--- config.mk ---
export PLATFORM = sky130hd
export DESIGN_NAME = vga_timing_gen
export DESIGN_NICKNAME = d
export VERILOG_FILES = /design/src/rtl/vga_timing_pkg.sv /design/src/rtl/vga_timing_gen_pixel_strobe.sv /design/src/rtl/vga_timing_gen.sv
export SDC_FILE = /design/constraint.sdc
export NUM_CORES = 1
export LEC_CHECK = 0
export ABC_CLOCK_PERIOD_IN_PS = 2200
export BUFFER_PORTS_ARGS = -buffer_cell sky130_fd_sc_hd__buf_4
export CAP_MARGIN = 20
export CORE_MARGIN = 8
export CORE_UTILIZATION = 50
export CTS_BUF_LIST = sky130_fd_sc_hd__clkbuf_4
export DETAILED_ROUTE_END_ITERATION = 8
export GPL_TIMING_DRIVEN = 0
export PLACE_DENSITY = 0.68
export SYNTH_ARGS = -nofsm -noshare
export SYNTH_HDL_FRONTEND = slang
export SYNTH_HIERARCHICAL = 1
export SYNTH_SLANG_ARGS = --single-unit
--- constraint.sdc ---
create_clock -name clk -period 2.2 [get_ports clk]
set_input_delay 0.44 -clock clk [delete_from_list [all_inputs] [get_ports clk]]
set_output_delay 0.44 -clock clk [all_outputs]
set_load 0.03 [all_outputs]
--- src/rtl/vga_timing_pkg.sv ---
// Shared raster geometry: default 640x480@60 timing and helpers that turn
// visible/porch/sync widths into totals and sync boundaries.
package vga_timing_pkg;

  localparam int DEF_SCREEN_W = 640;
  localparam int DEF_SCREEN_H = 480;
  localparam int DEF_H_FRONT  = 16;
  localparam int DEF_H_SYNC   = 96;
  localparam int DEF_H_BACK   = 48;
  localparam int DEF_V_FRONT  = 10;
  localparam int DEF_V_SYNC   = 2;
  localparam int DEF_V_BACK   = 33;

  function automatic int axis_total(input int vis, input int front,
                                    input int sync, input int back);
    return vis + front + sync + back;
  endfunction

  function automatic int sync_start(input int vis, input int front);
    return vis + front;
  endfunction

  // Exclusive end of the sync region
  function automatic int sync_end(input int vis, input int front, input int sync);
    return vis + front + sync;
  endfunction

endpackage

--- src/rtl/vga_timing_gen_pixel_strobe.sv ---
// Pixel-rate enable: divides the system clock by DIV and pulses o_pe on the
// last clk of every pixel period.
module pixel_strobe_gen #(
  parameter int DIV = 2
) (
  input  logic i_clk,
  input  logic i_rst_n,
  output logic o_pe
);

  // A 1-bit counter pinned at 0 keeps DIV=1 on the same path (pe always 1)
  localparam int W_CNT = (DIV > 1) ? $clog2(DIV) : 1;
  localparam logic [W_CNT-1:0] CNT_LAST = W_CNT'(DIV - 1);

  logic [W_CNT-1:0] r_div_cnt;

  always_ff @(posedge i_clk or negedge i_rst_n) begin
    if (!i_rst_n) begin
      r_div_cnt <= '0;
    end else if (r_div_cnt == CNT_LAST) begin
      r_div_cnt <= '0;
    end else begin
      r_div_cnt <= r_div_cnt + 1'b1;
    end
  end

  assign o_pe = (r_div_cnt == CNT_LAST);

endmodule

--- src/rtl/vga_timing_gen.sv ---
// Raster scan generator: pixel-rate h/v counters with a registered decode of
// visible area, coordinates, sync pulses and pixel/frame strobes.
module vga_timing_gen
  import vga_timing_pkg::*;
#(
  parameter int clk_mhz          = 50,
  parameter int pixel_mhz        = 25,
  parameter int screen_width     = DEF_SCREEN_W,
  parameter int screen_height    = DEF_SCREEN_H,
  parameter int h_front          = DEF_H_FRONT,
  parameter int h_sync           = DEF_H_SYNC,
  parameter int h_back           = DEF_H_BACK,
  parameter int v_front          = DEF_V_FRONT,
  parameter int v_sync           = DEF_V_SYNC,
  parameter int v_back           = DEF_V_BACK,
  parameter bit hsync_active_low = 1'b1,
  parameter bit vsync_active_low = 1'b1,
  parameter int w_x              = $clog2(screen_width),
  parameter int w_y              = $clog2(screen_height)
) (
  input  logic           clk,
  input  logic           rst_n,
  output logic           display_on,
  output logic [w_x-1:0] x,
  output logic [w_y-1:0] y,
  output logic           hsync,
  output logic           vsync,
  output logic           pixel_tick,
  output logic           frame_start
);

  localparam int DIV      = clk_mhz / pixel_mhz;
  localparam int H_TOTAL  = axis_total(screen_width, h_front, h_sync, h_back);
  localparam int V_TOTAL  = axis_total(screen_height, v_front, v_sync, v_back);
  localparam int W_H      = $clog2(H_TOTAL);
  localparam int W_V      = $clog2(V_TOTAL);
  localparam int HS_START = sync_start(screen_width, h_front);
  localparam int HS_END   = sync_end(screen_width, h_front, h_sync);
  localparam int VS_START = sync_start(screen_height, v_front);
  localparam int VS_END   = sync_end(screen_height, v_front, v_sync);

  localparam logic [W_H-1:0] H_LAST  = W_H'(H_TOTAL - 1);
  localparam logic [W_V-1:0] V_LAST  = W_V'(V_TOTAL - 1);
  localparam logic           HS_IDLE = hsync_active_low;
  localparam logic           VS_IDLE = vsync_active_low;

  generate
    if (pixel_mhz < 1 || clk_mhz < pixel_mhz || (clk_mhz % pixel_mhz) != 0) begin : g_bad_div
      $error("vga_timing_gen: clk_mhz / pixel_mhz must be an integer >= 1");
    end
  endgenerate

  logic           w_pe;
  logic [W_H-1:0] r_h_cnt;
  logic [W_V-1:0] r_v_cnt;
  logic           r_newpix;
  logic           w_h_vis;
  logic           w_v_vis;
  logic           w_vis;
  logic           w_hs_act;
  logic           w_vs_act;

  logic           r_display_on;
  logic [w_x-1:0] r_x;
  logic [w_y-1:0] r_y;
  logic           r_hsync;
  logic           r_vsync;
  logic           r_pixel_tick;
  logic           r_frame_start;

  pixel_strobe_gen #(
    .DIV (DIV)
  ) u_pixel_strobe (
    .i_clk   (clk),
    .i_rst_n (rst_n),
    .o_pe    (w_pe)
  );

  always_ff @(posedge clk or negedge rst_n) begin
    if (!rst_n) begin
      r_h_cnt <= '0;
      r_v_cnt <= '0;
    end else if (w_pe) begin
      if (r_h_cnt == H_LAST) begin
        r_h_cnt <= '0;
        r_v_cnt <= (r_v_cnt == V_LAST) ? '0 : r_v_cnt + 1'b1;
      end else begin
        r_h_cnt <= r_h_cnt + 1'b1;
      end
    end
  end

  assign w_h_vis  = int'(r_h_cnt) < screen_width;
  assign w_v_vis  = int'(r_v_cnt) < screen_height;
  assign w_vis    = w_h_vis && w_v_vis;
  assign w_hs_act = (int'(r_h_cnt) >= HS_START) && (int'(r_h_cnt) < HS_END);
  assign w_vs_act = (int'(r_v_cnt) >= VS_START) && (int'(r_v_cnt) < VS_END);

  // newpix marks the first clk after a pe, i.e. the first clk a new pixel is shown
  always_ff @(posedge clk or negedge rst_n) begin
    if (!rst_n) begin
      r_newpix      <= 1'b1;
      r_display_on  <= 1'b0;
      r_x           <= '0;
      r_y           <= '0;
      r_hsync       <= HS_IDLE;
      r_vsync       <= VS_IDLE;
      r_pixel_tick  <= 1'b0;
      r_frame_start <= 1'b0;
    end else begin
      r_newpix      <= w_pe;
      r_display_on  <= w_vis;
      r_x           <= w_vis ? r_h_cnt[w_x-1:0] : '0;
      r_y           <= w_vis ? r_v_cnt[w_y-1:0] : '0;
      r_hsync       <= w_hs_act ^ HS_IDLE;
      r_vsync       <= w_vs_act ^ VS_IDLE;
      r_pixel_tick  <= r_newpix;
      r_frame_start <= r_newpix && (r_h_cnt == '0) && (r_v_cnt == '0);
    end
  end

  assign display_on  = r_display_on;
  assign x           = r_x;
  assign y           = r_y;
  assign hsync       = r_hsync;
  assign vsync       = r_vsync;
  assign pixel_tick  = r_pixel_tick;
  assign frame_start = r_frame_start;

endmodule

Word level (Yosys, flattened, before mapping)
Index checks and enable logic that the tools add are counted.
{ "totals": {"regBits": 46, "in_bits": 2} }
{ "classes": {"n_mux": 5, "reduce_logical": 8, "n_bitwise": 2, "n_eq_ne": 2, "addsub": 3, "order_cmp": 6} }
{ "op_table": {"columns": ["cell", "n"], "rows": [
  ["$mux 10", 3],
  ["$add 10x1->10 const B", 2],
  ["$eq 10x10->1 const B", 2],
  ["$logic_not 10->1", 2],
  ["$lt 10x10->1 const B", 2],
  ["$lt 10x9->1 const B", 2],
  ["$ge 10x10->1 const B", 1],
  ["$ge 10x9->1 const B", 1],
  ["$mux 9", 1],
  ["$logic_and 1x1->1", 5],
  ["$not 1->1", 2],
  ["$reduce_and 2->1", 1],
  ["$add 1x1->1 const B", 1],
  ["$mux 1", 1]
]} }

Depth between registers and ports, before layout
{ "logic_depth": {"word_depth": 3, "mapped_depth": 6} }

Cells and area by module
The synthesis kept the hierarchy.
{ "by_module_without_submodules": {"columns": ["module", "area_each_um2", "instances", "cells_per_inst", "seq_area_each_um2"], "rows": [
  ["vga_timing_gen", 1889.3, 1, 168, 1129.8],
  ["pixel_strobe_gen", 28.8, 1, 2, 25.0]
]} }

Least setup slack after synthesis
OpenSTA, ideal clock, no wires.
{ "synth_path": {"kind": "flip-flop to flip-flop", "start": "reg r_h_cnt[7]", "end": "reg r_v_cnt[9]", "stages_incl_launch_ff": 5, "arrival_ns": 1.397, "slack_ns": 0.734, "period_less_slack_ns": 1.466, "required_ns": 2.131, "path_cell_list": "dfrtp_1 -> nor4b_4 -> nand3_1 -> or4_1 -> nand3_1"} }
{ "synth_between": {"elab_chain_len": 2} }
{ "synth_lines": {"columns": ["element", "line", "source"], "rows": [
  ["start: declaration", "vga_timing_gen.sv:54", "logic [W_H-1:0] r_h_cnt;"],
  ["start signal: assignment", "vga_timing_gen.sv:88", "r_h_cnt <= r_h_cnt + 1'b1;"],
  ["$eq 10x10->1", "vga_timing_gen.sv:84", "if (r_h_cnt == H_LAST) begin"],
  ["$reduce_and 2->1 (no line)", null, null],
  ["end signal: assignment", "vga_timing_gen.sv:86", "r_v_cnt <= (r_v_cnt == V_LAST) ? '0 : r_v_cnt + 1'b1;"],
  ["end: declaration", "vga_timing_gen.sv:55", "logic [W_V-1:0] r_v_cnt;"]
]} }
No other way between the ends.
A chain may end at the register's enable or synchronous reset.

Worst setup path after layout
{ "layout_path": {"start": "reg r_h_cnt[7]", "end": "reg r_y[3], in the netlist y[3]"} }
{ "layout_between": {"elab_chain_len": 3} }
{ "layout_lines": {"columns": ["element", "line", "source"], "rows": [
  ["$lt 10x10->1", "vga_timing_gen.sv:93", "assign w_h_vis = int'(r_h_cnt) < screen_width;"],
  ["$logic_and 1x1->1", "vga_timing_gen.sv:95", "assign w_vis = w_h_vis && w_v_vis;"],
  ["named net w_vis", "vga_timing_gen.sv:59", "logic w_vis;"],
  ["$mux 9", "vga_timing_gen.sv:114", "r_y <= w_vis ? r_v_cnt[w_y-1:0] : '0;"],
  ["end signal: assignment", "vga_timing_gen.sv:114", null],
  ["end: declaration", "vga_timing_gen.sv:65", "logic [w_y-1:0] r_y;"]
]} }
The timed path passes the listed nets, and every way through them passes these cells.

==> flow_metrics.env <==
export IMPL_muxShareOfSynthArea=0.0104
export IMPL_drtIter0Drc=74
export IMPL_final_util=0.600
export IMPL_dieArea_sq_um=6070
export IMPL_area_growth_pct=15.4
export IMPL_grt_ovfl_total=0
export IMPL_drive_above_1_share=0.203
export IMPL_yosys_area_share_xor_xnor=0.0320
export IMPL_leakage_nw=1.07
export IMPL_synth_area_sq_um=1920
export IMPL_ys_warn_count=6
export IMPL_period_needed_ns=1.74
export IMPL_firstDrtPassIters=4
export IMPL_synth_edf_count=0
export IMPL_worst_pin_slew_ns=0.593
export IMPL_cts_sinks=46
export IMPL_synthAdderAreaFrac=0.0261
export IMPL_die_h_microns=77.9
export IMPL_nFillCells=325
export IMPL_ys_seq_area_frac=0.602
export IMPL_num_io_pins=26
export IMPL_rows=22
export IMPL_vias=1316
export IMPL_fmax_mhz=576
export IMPL_antenna_cells=0
export IMPL_drc=0
export IMPL_synthFlopType="dfrtp_1"
export IMPL_power_density_nw_per_um2=552
export IMPL_mostFrequentLayoutCells="dfrtp_1 (43), buf_4 (25), nand2_1 (15), o21ai_0 (14), and2_1 (14)"
export IMPL_portBuffers=25
export IMPL_arrival_ns=2.03
export IMPL_cts_root_buf="clkbuf_4"
export IMPL_path_clk_slew_ns=0.12
export IMPL_grt_max_degree=47
export IMPL_cts_buffers_inserted=5
export IMPL_final_period_utilization=0.789
export IMPL_initial_core_util=0.520
export IMPL_tns_ns=0
export IMPL_antenna_found_initial=0
export IMPL_postCtsHoldBufs=0
export IMPL_die_w_microns=77.9
export IMPL_grt_pass1_wl_microns=6100
export IMPL_drv_slew=0
export IMPL_gp_congestion=0.870
export IMPL_placed_cells=243
export IMPL_dr_wl_met3_microns=282
export IMPL_postSynthRegisterBits=46
export IMPL_crit_path_start_kind="flop"
export IMPL_cts_htree_levels=2
export IMPL_vias_per_cell=5.26
export IMPL_drt_met1_wl_microns=1710
export IMPL_synth_area_top_cells="dfrtp_1 (56%), and2_1 (4.6%), dfstp_2 (4.1%)"
export IMPL_cts_tree="yes"
export IMPL_vdd_ir_drop_max_uv=271
export IMPL_fin_skew_ns=0.00317
export IMPL_cts_setup_buffers=0
export IMPL_synth_compound_area_frac=0.0691
export IMPL_fin_nets=208
export IMPL_core_sq_um=3690
export IMPL_cts_buffer_depth=2
export IMPL_worstPathMaxFanout=10
export IMPL_rsz0062_at_grt="false"
export IMPL_synth_largest_area_cell="dfrtp_1"
export IMPL_met2_length_microns=1500
export IMPL_grt_pass1_vias=1297
export IMPL_clock_latency_ns=0.35
export IMPL_drt_wirelength_per_cell_microns=14.3
export IMPL_syn_avg_cell_area_sq_um=11.3
export IMPL_status="complete, no violations"
export IMPL_antenna_left=0
export IMPL_hold_violations=0
export IMPL_r2r_slack_ns=0.46
export IMPL_finalWirelength_microns=3570
export IMPL_slew_headroom=0.601
export IMPL_syn_num_nets=176
export IMPL_synth_cell_types=31
export IMPL_hold_path_class="input port to async pin"
export IMPL_setup_viol=0
export IMPL_worstPathRequired_ns=2.49
export IMPL_synth_cells=170
export IMPL_critPathKind="flop to flop"
export IMPL_end_kind="flop"
export IMPL_synth_top_family_by_area="simple AND/OR/NAND/NOR gates"
export IMPL_synthSimpleGateAreaFrac=0.232
export IMPL_track_usage=0.123
export IMPL_cts_resized=0
export IMPL_place_hpwl_microns=2530
export IMPL_stdcell_count=250
export IMPL_final_common_cell="dfrtp_1"
export IMPL_synth_top_cell_area_share=0.561
export IMPL_cap_violations=0
export IMPL_top_layer="met4"
export IMPL_async_reset_ff_frac=1.00
## worst max-delay path, stage by stage (launching register included)
cell and delay, ns:
dfrtp_1 0.50, o21ai_0 0.22, nand2_1 0.18, nor2_1 0.38, buf_2 0.26, and2_1 0.15
## logic make-up (layout without fill, tap and decap cells)
family | Yosys count | in the layout
XOR/XNOR | 7 | 7
flip-flops | 46 | 46
AO/OA/AOI/OAI | 23 | 23
adder cells (fa/ha/maj) | 4 | 4
buffers and inverters | 13 | 45
AND/OR/NAND/NOR | 75 | 75
multiplexers | 2 | 2
## sequential cells by signal (all words and copies together) (netlist names)
name / cells
display_on: 1
frame_start: 1
hsync: 1
pixel_tick: 1
r_h_cnt: 10
r_newpix: 1
r_v_cnt: 10
u_pixel_strobe/o_pe: 1
vsync: 1
x: 10
y: 9
## where the power goes
| part | leakage, nW | total (W) | switching [W] | internal, W |
|---|---|---|---|---|
| clock network | 0.0308 | 0.000360 | 0.000245 | 0.000115 |
| registers | 0.598 | 0.000846 | 0 | 0.000846 |
| logic | 0.439 | 0.0000160 | 0.0000148 | 0.00000118 |
| total | 1.07 | 0.00122 | 0.000260 | 0.000962 |
## metal layers
metal  track usage  up-vias
met3        0.0553        8
met1         0.155      618
met2         0.180       32
met4        0.0500        0
met5             0        -
li1              -      658
## worst paths after layout
kind                            cells past startpoint                     end                   start
worst max register to register                      5          y[3]$_DFF_PN0_  r_h_cnt[7]$_DFFE_PN0P_
worst min-delay path                                1  r_h_cnt[8]$_DFFE_PN0P_                   rst_n
min in group clk                                    0    pixel_tick$_DFF_PN0_      r_newpix$_DFF_PN1_
worst min register to register                      0    pixel_tick$_DFF_PN0_      r_newpix$_DFF_PN1_
max in group asynchronous                           1      r_newpix$_DFF_PN1_                   rst_n
worst max-delay path                                5          y[3]$_DFF_PN0_  r_h_cnt[7]$_DFFE_PN0P_
## stage by stage
step,hold WS (ns),setup WS (ns),area [sq um],power (W)
floorplan,0.144,0.734,1920,0.000862
global placement,0.399,0.503,2170,0.000878
detailed placement,0.400,0.489,2170,0.000879
CTS,0.0776,0.462,2210,0.00124
global route,0.0945,0.299,2210,0.00128
finish,0.0652,0.464,2210,0.00122
## layout make-up
type                    instances  area [sq um]  share of cell area
flip-flops and latches         46          1150               0.522
multi-input cells             111           709               0.321
repair buffers                 25           188              0.0848
well taps                      48          60.1              0.0271
clock buffers                   5          37.5              0.0170
plain buffers                   7          31.3              0.0141
inverters                       6          22.5              0.0102
clock inverters                 2          10.0             0.00452
## synth_stat cells (5+ instances only)
master	instances
and3_1	8
inv_1	6
nand3_1	7
o21ai_0	14
nor3_1	6
dfrtp_1	43
nand4_1	5
and2_1	14
nand2_1	15
(Power assumes the default switching activity.)
